--- src/rtl/cpu_6502_sequencer.sv ---
// rtl/cpu_6502_sequencer.sv - 6502 micro-PC sequencer; optional macro CPU_6502_INT_SYNC_EN adds 2-flop IRQ/NMI synchronisers
package cpu_6502_pkg;

    typedef enum logic [3:0] {
        START         = 4'd0,
        NOP           = 4'd1,
        MICRO_EXECUTE = 4'd2,
        LOAD          = 4'd3,
        STORE         = 4'd4,
        READ_ADDR_LO  = 4'd5,
        READ_ADDR_HI  = 4'd6,
        PUSH_PCH      = 4'd7,
        PUSH_PCL      = 4'd8,
        PUSH_P        = 4'd9,
        VECTOR_LO     = 4'd10,
        VECTOR_HI     = 4'd11,
        ALU_OP        = 4'd12,
        BRANCH        = 4'd13,
        PULL          = 4'd14,
        JUMP          = 4'd15
    } microinstruction_t;

endpackage

module cpu_6502_sequencer
    import cpu_6502_pkg::*;
#(
    parameter int          MAX_CYCLES   = 8,
    parameter logic [7:0]  RESET_OPCODE = 8'hEA,
    localparam int         CW           = $clog2(MAX_CYCLES)
) (
    input  logic              i_clk,
    input  logic              i_reset,
    input  logic              i_rdy,
    input  logic [7:0]        i_data,
    input  logic              i_irq_n,
    input  logic              i_nmi_n,
    input  logic              i_flag_i,
    input  microinstruction_t i_next_microinstruction,
    output microinstruction_t o_current_microinstruction,
    output logic [7:0]        o_current_instruction,
    output logic              o_init,
    output logic              o_handle_irq,
    output logic [1:0]        o_vector,
    output logic              o_sync,
    output logic [CW-1:0]     o_cycle,
    output logic              o_fault
);

    localparam logic [1:0] VEC_IRQ   = 2'b00;
    localparam logic [1:0] VEC_NMI   = 2'b01;
    localparam logic [1:0] VEC_RESET = 2'b10;

    logic irq_n_eff;
    logic nmi_n_eff;

`ifdef CPU_6502_INT_SYNC_EN
    logic [1:0] irq_sync;
    logic [1:0] nmi_sync;

    // Two-flop synchronisers for the asynchronous interrupt pins, idle-high.
    always_ff @(posedge i_clk or posedge i_reset) begin
        if (i_reset) begin
            irq_sync <= 2'b11;
            nmi_sync <= 2'b11;
        end else begin
            irq_sync <= {irq_sync[0], i_irq_n};
            nmi_sync <= {nmi_sync[0], i_nmi_n};
        end
    end

    assign irq_n_eff = irq_sync[1];
    assign nmi_n_eff = nmi_sync[1];
`else
    assign irq_n_eff = i_irq_n;
    assign nmi_n_eff = i_nmi_n;
`endif

    microinstruction_t upc_q, upc_d;
    logic [7:0]        instr_q, instr_d;
    logic              init_q, init_d;
    logic              handle_irq_q, handle_irq_d;
    logic [1:0]        vector_q, vector_d;
    logic [CW-1:0]     cycle_q, cycle_d;
    logic              fault_q, fault_d;
    logic              nmi_pending_q, nmi_pending_d;
    logic              nmi_prev_q;

    logic              nmi_fall;
    logic              nmi_take;
    logic              fault_hit;

    // Sequencing state register; everything aborts to its reset value on i_reset.
    always_ff @(posedge i_clk or posedge i_reset) begin
        if (i_reset) begin
            upc_q         <= START;
            instr_q       <= RESET_OPCODE;
            init_q        <= 1'b1;
            handle_irq_q  <= 1'b0;
            vector_q      <= VEC_RESET;
            cycle_q       <= '0;
            fault_q       <= 1'b0;
            nmi_pending_q <= 1'b0;
            nmi_prev_q    <= 1'b1;
        end else begin
            upc_q         <= upc_d;
            instr_q       <= instr_d;
            init_q        <= init_d;
            handle_irq_q  <= handle_irq_d;
            vector_q      <= vector_d;
            cycle_q       <= cycle_d;
            fault_q       <= fault_d;
            nmi_pending_q <= nmi_pending_d;
            nmi_prev_q    <= nmi_n_eff;
        end
    end

    // Next-state: fault recovery beats the normal step; boundary handles opcode latch and interrupt entry.
    always_comb begin
        upc_d        = upc_q;
        instr_d      = instr_q;
        init_d       = init_q;
        handle_irq_d = handle_irq_q;
        vector_d     = vector_q;
        cycle_d      = cycle_q;
        fault_d      = fault_q;
        nmi_take     = 1'b0;

        nmi_fall  = nmi_prev_q & ~nmi_n_eff;
        fault_hit = i_rdy &&
                    (((upc_q != START) && (upc_q != NOP) && (i_next_microinstruction == NOP)) ||
                     ((cycle_q == CW'(MAX_CYCLES - 1)) && (i_next_microinstruction != START)));

        if (fault_hit) begin
            upc_d        = START;
            instr_d      = RESET_OPCODE;
            init_d       = 1'b0;
            handle_irq_d = 1'b0;
            cycle_d      = '0;
            fault_d      = 1'b1;
        end else if (i_rdy) begin
            upc_d   = i_next_microinstruction;
            cycle_d = (i_next_microinstruction == START) ? '0 : cycle_q + CW'(1);
            if (upc_q == MICRO_EXECUTE) begin
                init_d = 1'b0;
                if (nmi_pending_q) begin
                    handle_irq_d = 1'b1;
                    vector_d     = VEC_NMI;
                    nmi_take     = 1'b1;
                end else if (!irq_n_eff && !i_flag_i) begin
                    handle_irq_d = 1'b1;
                    vector_d     = VEC_IRQ;
                end else begin
                    handle_irq_d = 1'b0;
                    instr_d      = i_data;
                    vector_d     = VEC_IRQ;
                end
            end
        end

        // A fresh edge arriving with the clear keeps the request pending.
        nmi_pending_d = nmi_fall | (nmi_pending_q & ~nmi_take);
    end

    assign o_current_microinstruction = upc_q;
    assign o_current_instruction      = instr_q;
    assign o_init                     = init_q;
    assign o_handle_irq               = handle_irq_q;
    assign o_vector                   = vector_q;
    assign o_cycle                    = cycle_q;
    assign o_fault                    = fault_q;
    assign o_sync                     = (upc_q == START) && !init_q && !handle_irq_q;

endmodule

--- config.mk ---
export PLATFORM = sky130hd
export DESIGN_NAME = cpu_6502_sequencer
export DESIGN_NICKNAME = d
export VERILOG_FILES = /design/src/rtl/cpu_6502_sequencer.sv
export SDC_FILE = /design/constraint.sdc
export NUM_CORES = 1
export LEC_CHECK = 0
export CAP_MARGIN = 20
export CORE_ASPECT_RATIO = 0.6
export CORE_MARGIN = 2
export CORE_UTILIZATION = 35
export DETAILED_ROUTE_END_ITERATION = 7
export PLACE_DENSITY = 0.69
export SETUP_SLACK_MARGIN = 0.05
export SLEW_MARGIN = 20
export SYNTH_ARGS = -nofsm -noshare
export SYNTH_HDL_FRONTEND = slang
export SYNTH_SLANG_ARGS = --single-unit
--- constraint.sdc ---
create_clock -name i_clk -period 3.7 [get_ports i_clk]
set_input_delay 0.37 -clock i_clk [delete_from_list [all_inputs] [get_ports i_clk]]
set_output_delay 0.37 -clock i_clk [all_outputs]
set_load 0.02 [all_outputs]
==> flow_summary.json <==
{
  "p_seq_share_pct": 42.6,
  "postRouteAntennaNets": 0,
  "rows": 14,
  "wl_um": 2250,
  "synth-edff-count": 0,
  "synth_compound_area_share_pct": 12.5,
  "worst_pin_slew_ns": 0.818,
  "synth_top_area_share_pct": 35.3,
  "hold_violations": 0,
  "cts_tree": "built",
  "critPathBufInv": 1,
  "antenna_found_initial": 0,
  "post-dp-hpwl_um": 1700,
  "grt_pass1_vias": 773,
  "synthArstFlopShare_pct": 100,
  "cts_setup_buffers": 0,
  "yosys.cell_count.top_type": "dfrtp_1",
  "fp.dieH_um": 45.3,
  "met3_length_um": 97,
  "critPathCaptureType": "output port",
  "wl_met1_um": 1090,
  "seq_area_frac_synth_pct": 56.4,
  "finish.instance_area_um2": 1460,
  "synthXorXnorAreaFrac_pct": 0,
  "p_per_area_nw_per_um2": 544,
  "drv_cap": 0,
  "grt_pass1_wl_um": 3750,
  "finalWeightedCongestion": 0.730,
  "post_cts_resize_count": 0,
  "fin_skew_ns": 0.00199,
  "tns_ns": 0,
  "ir_drop_mv": 0.294,
  "slew_headroom_pct": 45.4,
  "min_period_over_period_pct": 67.6,
  "synth_common_cells": "dfrtp_1, mux2i_1, dfstp_2",
  "dieWidth_um": 72.8,
  "p_switching_mw": 0.250,
  "setup_violations": 0,
  "start_util_pct": 38.3,
  "grt-ovfl-total": 0,
  "cts_buffer_depth": 2,
  "postLayoutCoreUtil_pct": 56.4,
  "top_layer": "met4",
  "syn_nets": 101,
  "required_ns": 3.33,
  "area_growth_syn_to_layout_pct": 47.1,
  "io_pins": 39,
  "drtIter0Drc": 52,
  "synth_area_leaders": "dfrtp_1, dfstp_2, mux2i_1",
  "p_comb_share_pct": 36.0,
  "insertion_delay_ns": 0.26,
  "yosys_warnings": 0,
  "yosys.area_share.simple_pct": 14.0,
  "drive_gt1_share_pct": 15.7,
  "syn_avg_cell_area_um2": 12.3,
  "fmax_mhz": 400,
  "synthCells": 81,
  "numCtsBuffers": 3,
  "clock_tree.root_cell": "clkbuf_8",
  "clkPwrFrac_pct": 21.4,
  "portBuffers": 38,
  "critPathTopFamily": "simple AND/OR/NAND/NOR gates",
  "critPathKind": "reg -> out",
  "core-area_um2": 2590,
  "antenna_cells": 0,
  "cp.arrival_ns": 2.13,
  "gr-usage-all-layers_pct": 15.5,
  "status": "finished, final reports clean",
  "muxShareOfSynthArea_pct": 10.2,
  "nets": 142,
  "worstPathMaxFanout": 5,
  "finalMaxSlewViolations": 0,
  "yosysTopAreaCell": "dfrtp_1",
  "num_vias": 768,
  "vias_per_cell": 5.02,
  "path_clk_slew_ns": 0.08,
  "min_period_ns": 2.50,
  "grt_max_degree": 23,
  "dpl_cell_area_um2": 1410,
  "synth_top_family_by_area": "simple AND/OR/NAND/NOR gates",
  "syn_area_um2": 993,
  "hold_path_class": "reg -> reg",
  "switching_share_pct": 31.4,
  "cts_htree_levels": 1,
  "yosys_most_used_dff": "dfrtp_1",
  "critPathLaunchType": "flip-flop",
  "synth_fa_ha_area_share_pct": 2.52,
  "ctsHoldBuffers": 0,
  "crit_chain": "nor3_1 > nor4b_1 > clkdlybuf4s50_1",
  "die-area_um2": 3290,
  "synth.distinct_cells": 27,
  "wl_met2_um": 1060,
  "rsz0062_at_grt": "false",
  "synth_seq_cells": 22,
  "firstDrtPassIters": 4,
  "drcViolationCount": 0,
  "routedWlPerCell_um": 14.7,
  "p_int_mw": 0.546,
  "power_leakage_nw": 0.612,
  "cts_num_sinks": 22,
  "slowest_stage": "clkdlybuf4s50_1",
  "critPathMaxStageDelay_ns": 0.66
}
[metrics by stage]
stage	instances	power [mW]	hold slack, ns	setup WS [ns]
global route	153	0.844	0.510	1.07
global placement	149	0.625	0.448	1.55
detailed placement	149	0.632	0.452	1.50
floorplan	81	0.487	0.353	1.67
CTS	153	0.807	0.475	1.21
finish	153	0.796	0.465	1.20
[state kept, by name (all words and copies together) (netlist names)]
signal                      flops
o_init                          1
o_current_microinstruction      4
o_handle_irq                    1
nmi_prev_q                      1
o_cycle                         3
o_current_instruction           8
o_vector                        2
o_fault                         1
nmi_pending_q                   1
[area by class of cell]
type	count	area [um^2]
multi-input cells	50	395
flip-flops and latches	22	561
fillers	226	1130
well taps	32	40.0
clock buffers	4	55.1
repair buffers	39	388
inverters	6	22.5
[cell families (layout without fill, tap and decap cells)]
group / count (synthesis) / count (layout)
mux: 10 / 10
simple gates: 25 / 25
buf+inv: 9 / 49
flops: 22 / 22
compound gates: 13 / 13
fa+ha+maj: 2 / 2
[power groups by stage]
stage / registers (mW) / clock network (mW) / logic (mW)
floorplan: 0.400 / 0 / 0.0877
global placement: 0.340 / 0 / 0.286
detailed placement: 0.344 / 0 / 0.288
CTS: 0.340 / 0.177 / 0.290
global route: 0.347 / 0.189 / 0.308
finish: 0.339 / 0.170 / 0.286
[metal layers]
| layer | up-vias | GRT usage [%] |
|---|---|---|
| li1 | 366 | - |
| met5 | - | 0 |
| met3 | 2 | 5.58 |
| met1 | 381 | 21.5 |
| met4 | 0 | 3.33 |
| met2 | 19 | 23.6 |
[cell usage in the layout (no fill, tap or decap)]
master,Yosys,final
a21oi_1,1,1
a22o_1,3,3
a32o_2,1,1
and2_1,1,1
buf_4,0,1
clkbuf_8,0,4
clkdlybuf4s50_1,0,38
dfrtp_1,14,14
dfstp_2,8,8
ha_1,2,2
inv_1,6,6
mux2_2,1,1
mux2i_1,9,9
nand2_1,7,7
nand3b_1,4,4
nor2_1,4,4
nor3_1,4,4
nor3b_1,1,1
nor4_2,0,1
nor4b_1,1,1
o211a_1,1,1
o211ai_4,1,1
o21ai_0,3,3
o21bai_1,1,1
o21bai_4,1,1
o2bb2ai_1,1,1
or2b_1,1,1
or3_4,1,1
[worst register-to-register path: stages, from the launching register on]
cell and delay, ns:
dfrtp_1 0.41, ha_1 0.21, ha_1 0.25, o21bai_4 0.22
o211a_1 0.21, nor3_1 0.25
[final timing paths]
check | startpoint | endpoint | slack (ns) | cells past startpoint
min reg2reg | o_fault | o_fault | 0.46 | 1
max reg2reg | o_cycle[0] | o_handle_irq | 2.06 | 5
min in group asynchronous | i_reset | o_cycle[1] | 0.57 | 2
min | o_fault | o_fault | 0.46 | 1
max in group asynchronous | i_reset | o_current_instruction[2] | 2.63 | 2
max | o_current_microinstruction[3] | o_sync | 1.20 | 3
(Power assumes the default switching activity.)
